===== src/rtl/pll_cmd_spi_master.sv =====
// SPI initiator for the PLL-board command link: shifts one 51- or 45-bit command
// frame out MSB first and collects the 6-bit lock reply from the first clock rises.
module pll_cmd_spi_master #(
  parameter int unsigned CMD_BIT_NUM   = 51,
  parameter int unsigned SHORT_BIT_NUM = 45,
  parameter int unsigned REPLY_BIT_NUM = 6,
  parameter int unsigned CLK_DIV       = 4,
  parameter int unsigned CS_SETUP      = 2,
  parameter int unsigned CS_HOLD       = 2,
  parameter int unsigned GAP_CYCLES    = 16
) (
  input  logic                     clk,
  input  logic                     rst,
  input  logic                     start,
  input  logic                     long_cmd,
  input  logic [CMD_BIT_NUM-1:0]   cmd_data,
  output logic                     busy,
  output logic                     done,
  output logic [REPLY_BIT_NUM-1:0] reply,
  output logic                     spi_clk,
  output logic                     spi_cs,
  output logic                     spi_mosi,
  input  logic                     spi_miso
);

  typedef enum logic [2:0] {IDLE, SETUP, LOW, HIGH, HOLD, GAP} state_t;

  localparam logic [15:0] SETUP_LD = 16'(CS_SETUP - 1);
  localparam logic [15:0] DIV_LD   = 16'(CLK_DIV - 1);
  localparam logic [15:0] HOLD_LD  = 16'(CS_HOLD - 1);
  localparam logic [15:0] GAP_LD   = 16'(GAP_CYCLES - 1);
  localparam logic [5:0]  N_LONG   = 6'(CMD_BIT_NUM);
  localparam logic [5:0]  N_SHORT  = 6'(SHORT_BIT_NUM);
  localparam logic [5:0]  N_REPLY  = 6'(REPLY_BIT_NUM);
  localparam int unsigned PAD_W    = CMD_BIT_NUM - SHORT_BIT_NUM;

  state_t                   state_q, state_d;
  logic [15:0]              timer_q, timer_d;
  logic [5:0]               bit_idx_q, bit_idx_d;
  logic [5:0]               nbits_q, nbits_d;
  logic [CMD_BIT_NUM-1:0]   shreg_q, shreg_d;
  logic [REPLY_BIT_NUM-1:0] rx_q, rx_d;
  logic [REPLY_BIT_NUM-1:0] reply_q, reply_d;
  logic                     cs_q, cs_d;
  logic                     sclk_q, sclk_d;
  logic                     mosi_q, mosi_d;
  logic                     busy_q, busy_d;
  logic                     done_q, done_d;
  logic                     tdone;
  logic [5:0]               bit_nxt;

  assign tdone   = (timer_q == 16'd0);
  assign bit_nxt = bit_idx_q + 6'd1;

  // Short frames are left-aligned in the shifter so the outgoing bit is always the MSB.
  always_comb begin
    state_d   = state_q;
    timer_d   = timer_q;
    bit_idx_d = bit_idx_q;
    nbits_d   = nbits_q;
    shreg_d   = shreg_q;
    rx_d      = rx_q;
    reply_d   = reply_q;
    cs_d      = cs_q;
    sclk_d    = sclk_q;
    mosi_d    = mosi_q;
    busy_d    = busy_q;
    done_d    = 1'b0;
    case (state_q)
      IDLE: begin
        if (start) begin
          if (long_cmd) begin
            shreg_d = cmd_data;
            nbits_d = N_LONG;
            mosi_d  = cmd_data[CMD_BIT_NUM-1];
          end else begin
            shreg_d = {cmd_data[SHORT_BIT_NUM-1:0], {PAD_W{1'b0}}};
            nbits_d = N_SHORT;
            mosi_d  = cmd_data[SHORT_BIT_NUM-1];
          end
          bit_idx_d = 6'd0;
          rx_d      = '0;
          timer_d   = SETUP_LD;
          cs_d      = 1'b0;
          busy_d    = 1'b1;
          state_d   = SETUP;
        end
      end
      SETUP: begin
        if (tdone) begin
          timer_d = DIV_LD;
          state_d = LOW;
        end else begin
          timer_d = timer_q - 16'd1;
        end
      end
      LOW: begin
        if (tdone) begin
          timer_d = DIV_LD;
          sclk_d  = 1'b1;
          state_d = HIGH;
        end else begin
          timer_d = timer_q - 16'd1;
        end
      end
      HIGH: begin
        if (timer_q == DIV_LD && bit_idx_q < N_REPLY) begin
          rx_d = {rx_q[REPLY_BIT_NUM-2:0], spi_miso};
        end
        if (tdone) begin
          bit_idx_d = bit_nxt;
          sclk_d    = 1'b0;
          if (bit_nxt < nbits_q) begin
            shreg_d = shreg_q << 1;
            mosi_d  = shreg_q[CMD_BIT_NUM-2];
            timer_d = DIV_LD;
            state_d = LOW;
          end else begin
            mosi_d  = 1'b0;
            timer_d = HOLD_LD;
            state_d = HOLD;
          end
        end else begin
          timer_d = timer_q - 16'd1;
        end
      end
      HOLD: begin
        if (tdone) begin
          cs_d    = 1'b1;
          timer_d = GAP_LD;
          state_d = GAP;
        end else begin
          timer_d = timer_q - 16'd1;
        end
      end
      GAP: begin
        if (tdone) begin
          busy_d  = 1'b0;
          done_d  = 1'b1;
          reply_d = rx_q;
          state_d = IDLE;
        end else begin
          timer_d = timer_q - 16'd1;
        end
      end
      default: state_d = IDLE;
    endcase
  end

  always_ff @(posedge clk) begin
    if (rst) begin
      state_q   <= IDLE;
      timer_q   <= 16'd0;
      bit_idx_q <= 6'd0;
      reply_q   <= '0;
      cs_q      <= 1'b1;
      sclk_q    <= 1'b0;
      mosi_q    <= 1'b0;
      busy_q    <= 1'b0;
      done_q    <= 1'b0;
    end else begin
      state_q   <= state_d;
      timer_q   <= timer_d;
      bit_idx_q <= bit_idx_d;
      reply_q   <= reply_d;
      cs_q      <= cs_d;
      sclk_q    <= sclk_d;
      mosi_q    <= mosi_d;
      busy_q    <= busy_d;
      done_q    <= done_d;
    end
  end

  // Payload registers are always reloaded on acceptance, so they carry no reset.
  always_ff @(posedge clk) begin
    nbits_q <= nbits_d;
    shreg_q <= shreg_d;
    rx_q    <= rx_d;
  end

  assign busy     = busy_q;
  assign done     = done_q;
  assign reply    = reply_q;
  assign spi_clk  = sclk_q;
  assign spi_cs   = cs_q;
  assign spi_mosi = mosi_q;

endmodule


===== config.mk =====
export PLATFORM = sky130hd
export DESIGN_NAME = pll_cmd_spi_master
export DESIGN_NICKNAME = d
export VERILOG_FILES = /design/src/rtl/pll_cmd_spi_master.sv
export SDC_FILE = /design/constraint.sdc
export NUM_CORES = 1
export LEC_CHECK = 0
export CORE_MARGIN = 2
export CORE_UTILIZATION = 50
export DETAILED_ROUTE_END_ITERATION = 7
export PLACE_DENSITY = 0.83
export SYNTH_ARGS = -nofsm -noshare
export SYNTH_HDL_FRONTEND = slang
export SYNTH_SLANG_ARGS = --single-unit

===== constraint.sdc =====
create_clock -name clk -period 4.82 [get_ports clk]
set_clock_uncertainty 0.1 [all_clocks]
set_input_delay 0.964 -clock clk [delete_from_list [all_inputs] [get_ports clk]]
set_output_delay 0.964 -clock clk [all_outputs]
set_load 0.005 [all_outputs]

==> qor.txt, run 1 <==
number of top-level pins: 67
number of vias per cell: 5.870
count of antenna diodes in the layout: 0
Final GP Congestion: 0.9659
Hold Violations, Final: 0
maximum vdd ir drop: 0.2609 mV
TritonCTS clock tree: built
worst endpoint data arrival time: 3.34 ns
area share of the largest cell type after synthesis: 37.23%
Setup Buffers After CTS: 0
CTS Buffer Depth: 2
CP Max Fanout: 50
Port Buf Inserts: 66
max-cap check violation count: 0
critical-path cell with the highest stage delay: sky130_fd_sc_hd__nand2_2
horizontal die dimension: 100.7 µm
worst slew margin relative to its limit: 23.06%
sum of routed wire length over all layers: 10030 µm
number of setup violations in the final report: 0
GR Util All Layers: 20.21%
number of remaining DRC errors: 0
min cycle time layout: 3.440 ns
Final Cycle Share: 71.37%
Post-DRT Antenna Nets: 0
Cell Pwr Density: 497.6 nW/µm²
synthesis-to-layout area growth: 19.18%
final net count: 578
Achievable Freq: 0.2907 GHz
data required time of the critical path: 4.72 ns
Leak Pwr: 0.002018 µW
leading area contributor after synthesis: sky130_fd_sc_hd__edfxtp_1
WL/cell: 15.88 µm
register bit count reported by yosys: 94
proportion of layout cells with a drive suffix above 1: 5.758%
DRC violation total after the first TritonRoute iteration: 187
sum of negative setup slack: 0 ns
Synth Net Count: 529
clock transition time at the flip-flop clock pins of the worst setup and hold paths: 0.09 ns
mean cell area of the mapped netlist: 10.02 µm²
Critical Path Source Type: flop
Crit Path Category: flop to flop
initial core utilization: 51.11%
routed vias: 3710
yosys warns: 0
type of element capturing the critical path: flop
main area contributors after synthesis: sky130_fd_sc_hd__edfxtp_1 37%, sky130_fd_sc_hd__dfxtp_1 15%, sky130_fd_sc_hd__mux2i_1 11%, sky130_fd_sc_hd__nand2_1 5.7%, sky130_fd_sc_hd__o21ai_0 5.6%
predominant post-synthesis flop cell: sky130_fd_sc_hd__edfxtp_1
count of flip-flops with a built-in enable after synthesis: 58
post-cts hold buffer count: 0
final HPWL from detailed placement: 6991 µm
area of the die: 10150 µm²
vias in the first global route: 3436
standard-cell rows: 35
post-synth cell types: 47
Max Slew Vio Count: 0
Syn Inst Count: 467
fraction of registers with async set or reset after synthesis: 0%
Top Family by Delay on Critical Path: simple AND/OR/NAND/NOR gates
status: finished clean
aggregate global routing overflow: 0
library cell used as clock root buffer: sky130_fd_sc_hd__clkbuf_8
clk_lat worst skew: 0.38 ns
setup repair after global routing missed its margin: no
slew at the pin with the worst max-slew slack: 1.150 ns
Die H: 100.7 µm
number of clock sinks: 94
fraction of the yosys area taken by sequential cells: 52.63%
critical path, cell by cell: or4_1 > or3_1 > nor3_2 > nand2_1 > nand2_2
largest stage delay on the critical path: 0.83 ns
largest net degree at the start of global routing: 96
min-delay worst type: flop to flop
post-route cell area: 5575 µm²
placement-stage cell area: 5370 µm²
Post-CTS Resized: 0
level count of the clock H-tree: 3
first-pass iteration count of the detailed router: 6
Post-Synthesis Cell Area: 4678 µm²
CORE AREA: 9153 µm²
first-pass GRT wire length: 16080 µm
initial antenna violation count: 0
clock buffer count from CTS: 9
total buffers and inverters traversed by the critical path: 0
## per-layer routing
metal	GRT usage [%]	share of wire [%]	up-vias
li1	-	-	1799
met1	27.21	44	1734
met2	33.08	48	162
met3	3.537	7.1	15
met4	6.849	1.5	0
met5	0	0	-
## kinds of logic after synthesis
logic type / after synthesis / share of synthesized area (%)
AND/OR/NAND/NOR: 165 / 17.06
AO/OA/AOI/OAI: 99 / 12.06
flip-flops: 94 / 52.63
multiplexers: 52 / 11.13
buffers and inverters: 41 / 3.637
XOR/XNOR: 10 / 1.872
adder cells (fa/ha/maj): 6 / 1.605
## layout make-up
type	instances	area (µm²)
sequential	94	2462
tap	111	138.9
fill	753	3577
clock buffer	9	123.9
inverter	10	37.54
timing repair buffer	69	678.2
multi-input combinational	332	2053
clock inverter	7	81.33
## power breakdown
part	internal (µW)	switching, µW	total (µW)	leakage [µW]
clock	246	302	547	0.0000940
sequential	1130	119	1250	0.000849
combinational	343	636	978	0.00107
## worst paths after layout
check                   start           to  slack (ns)  depth (start not counted)
setup / recovery   timer_q[4]   shreg_q[2]        1.38                          5
hold / removal    timer_q[11]  timer_q[11]        0.40                          2
setup reg to reg   timer_q[4]   shreg_q[2]        1.38                          5
hold reg to reg   timer_q[11]  timer_q[11]        0.40                          2
## layout by cell type (no fill, tap or decap), types with 7 or more instances in the layout
master                            synthesis  layout
sky130_fd_sc_hd__mux2i_1                 52      52
sky130_fd_sc_hd__a21oi_1                 22      22
sky130_fd_sc_hd__and3_1                   8       8
sky130_fd_sc_hd__clkbuf_8                 0       9
sky130_fd_sc_hd__o21ai_0                 52      52
sky130_fd_sc_hd__edfxtp_1                58      58
sky130_fd_sc_hd__nor2_1                  23      23
sky130_fd_sc_hd__nor3_1                   8       7
sky130_fd_sc_hd__dfxtp_1                 36      36
sky130_fd_sc_hd__or4_1                   10      10
sky130_fd_sc_hd__nand2_1                 71      70
sky130_fd_sc_hd__inv_1                   10      10
sky130_fd_sc_hd__nand3_1                 21      21
sky130_fd_sc_hd__xor2_1                   8       8
sky130_fd_sc_hd__clkdlybuf4s50_1          0      65
## sequential cells by signal, indices dropped and copies added (netlist names)
signal and cells:
spi_cs 1, done 1, spi_clk 1, state_q 3, reply 6, shreg_q 50
busy 1, timer_q 16, spi_mosi 1, bit_idx_q 6, rx_q 6, nbits_q 2
## cells in the mapped netlist (8+ instances only)
library cell                n
sky130_fd_sc_hd__nand2_1   71
sky130_fd_sc_hd__edfxtp_1  58
sky130_fd_sc_hd__mux2i_1   52
sky130_fd_sc_hd__o21ai_0   52
sky130_fd_sc_hd__dfxtp_1   36
sky130_fd_sc_hd__clkbuf_1  25
sky130_fd_sc_hd__nor2_1    23
sky130_fd_sc_hd__a21oi_1   22
sky130_fd_sc_hd__nand3_1   21
sky130_fd_sc_hd__inv_1     10
sky130_fd_sc_hd__or4_1     10
sky130_fd_sc_hd__and3_1     8
sky130_fd_sc_hd__nor3_1     8
sky130_fd_sc_hd__xor2_1     8
## per-stage QoR
step / setup WS, ns / hold slack, ns / instances / power (µW) / utilization, %
after floorplan: 1.425 / 0.3448 / 467 / 1997 / -
after global placement: 1.470 / 0.3580 / 616 / 2177 / 58.67
after detailed placement: 1.408 / 0.3812 / 616 / 2224 / 58.67
after CTS: 1.377 / 0.3940 / 632 / 2775 / 60.92
after global routing: 1.147 / 0.4224 / 632 / 2944 / 60.92
final: 1.380 / 0.3955 / 632 / 2775 / 60.92
## worst reg2reg max path, delay by kind of cell (launching register included)
family        cells  cell delay (ns)
simple gates      5             2.56
flops             1             0.36
Power figures use the tool's default switching activity.
==> run 2, diff against run 1 <==
Clock period 4.82 ns to 3.55 ns, I/O delays scaled along.
==> qor.txt, run 2 (synthesized netlist as in run 1, its figures left out) <==
clock transition time at the flip-flop clock pins of the worst setup and hold paths: 0.09 ns
number of non-filler instances in the completed layout: 636
count of antenna diodes in the layout: 0
number of remaining DRC errors: 0
CP Max Fanout: 50
data required time of the critical path: 3.50 ns
sequential standard cell area: 2462 µm²
routed vias: 3714
synthesis-to-layout area growth: 20.01%
CORE AREA: 9153 µm²
maximum vdd ir drop: 0.3428 mV
most common cell after layout, fill and taps aside: sky130_fd_sc_hd__nand2_1
start point of the worst hold path: timer_q[11]
Final Cycle Share: 82.75%
max FFs per register: 50
clock buffer count from CTS: 9
net switching power: 1438 µW
Die H: 100.7 µm
max-cap check violation count: 0
post-cts hold buffer count: 0
filler cell count: 789
Crit Path Category: flop to flop
horizontal die dimension: 100.7 µm
largest net degree at the start of global routing: 94
area of the die: 10150 µm²
Critical Path Source Type: flop
Post-CTS Resized: 0
Sequential Power Share: 44.0%
level count of the clock H-tree: 3
WL/cell: 16.21 µm
Switching Fraction: 37.89%
startpoint of the worst-slack reg-to-reg timing path: timer_q[4]
final HPWL from detailed placement: 7240 µm
min cycle time layout: 2.938 ns
Final GP Congestion: 0.9310
Setup Buffers After CTS: 0
Leak Pwr: 0.002046 µW
min-delay worst type: flop to flop
internal portion of total power: 2356 µW
commonest non-fill, non-tap cells in the layout: 70 x sky130_fd_sc_hd__nand2_1, 65 x sky130_fd_sc_hd__clkdlybuf4s50_1, 58 x sky130_fd_sc_hd__edfxtp_1
DRC violation total after the first TritonRoute iteration: 208
library cell used as clock root buffer: sky130_fd_sc_hd__clkbuf_8
number of placed instances with taps included: 620
initial core utilization: 51.11%
type of element capturing the critical path: flop
final net count: 582
Achievable Freq: 0.3404 GHz
status: finished clean
largest registers in the final layout: shreg_q (50), timer_q (16)
number of setup violations in the final report: 0
GR Util All Layers: 20.92%
clk_lat worst skew: 0.37 ns
Cell Pwr Density: 675.8 nW/µm²
area of combinational cells with multiple inputs: 2053 µm²
proportion of layout cells with a drive suffix above 1: 6.095%
setup repair after global routing missed its margin: no
CTS Buffer Depth: 2
number of top-level pins: 67
fraction of power consumed by combinational cells: 37.5%
launch point of the critical path: timer_q[4]
standard-cell rows: 35
number of clock sinks: 94
slew at the pin with the worst max-slew slack: 0.8150 ns
worst endpoint data arrival time: 2.89 ns
sum of negative setup slack: 0 ns
TritonCTS clock tree: built
Post-DRT Antenna Nets: 0
register name with the most flops: shreg_q
number of vias per cell: 5.840
Max Slew Vio Count: 0
first-pass GRT wire length: 16810 µm
Port Buf Inserts: 66
proportion of power drawn by the clock network: 18.5%
vias in the first global route: 3563
first-pass iteration count of the detailed router: 4
Hold Violations, Final: 0
sum of routed wire length over all layers: 10310 µm
initial antenna violation count: 0
worst slew margin relative to its limit: 45.09%
aggregate global routing overflow: 0
## run 2: final cells by class
type,count,share of cell area [%]
inverter,10,0.6686
sequential,94,43.86
tap,111,2.474
clock inverter,6,1.092
clock buffer,10,2.273
timing repair buffer,73,13.06
multi-input combinational,332,36.57
## run 2: path summary, 6_finish.rpt
check                     end  slack [ns]  depth (start not counted)
setup / recovery   shreg_q[1]        0.61                          6
setup reg to reg   shreg_q[1]        0.61                          6
hold / removal    timer_q[11]        0.39                          2
hold reg to reg   timer_q[11]        0.39                          2
## run 2: power by group through the flow
stage	Clock, µW	Sequential [µW]	Combinational [µW]
floorplan	0	1660	1050
global placement	0	1670	1340
detailed placement	0	1690	1400
CTS	710	1670	1410
global route	748	1700	1570
finish	702	1670	1420
## run 2: stage by stage
step | instance area, µm² | worst slack (ns) | hold WS (ns) | util, % | power [µW]
floorplan | 4678 | 0.1552 | 0.3448 | - | 2711
global placement | 5425 | 0.7329 | 0.3580 | 59.28 | 3008
detailed placement | 5425 | 0.6627 | 0.3869 | 59.28 | 3087
CTS | 5614 | 0.6480 | 0.3990 | 61.34 | 3788
global route | 5614 | 0.4326 | 0.4187 | 61.34 | 4021
finish | 5614 | 0.6123 | 0.3949 | 61.34 | 3794
## run 2: worst max-delay path, cell delays in order (launching register included)
cell and delay [ns]:
sky130_fd_sc_hd__dfxtp_1 0.36, sky130_fd_sc_hd__or4_1 0.68, sky130_fd_sc_hd__or3_1 0.60, sky130_fd_sc_hd__nor3_2 0.36, sky130_fd_sc_hd__nand2_1 0.12, sky130_fd_sc_hd__nand2_2 0.10
sky130_fd_sc_hd__buf_12 0.27
## run 2: routing by layer
| metal | global-route usage, % | part of all wire [%] | vias to the layer above |
|---|---|---|---|
| li1 | - | - | 1808 |
| met1 | 27.64 | 43 | 1736 |
| met2 | 34.97 | 49 | 158 |
| met3 | 3.606 | 6.9 | 12 |
| met4 | 6.955 | 1.2 | 0 |
| met5 | 0 | 0 | - |
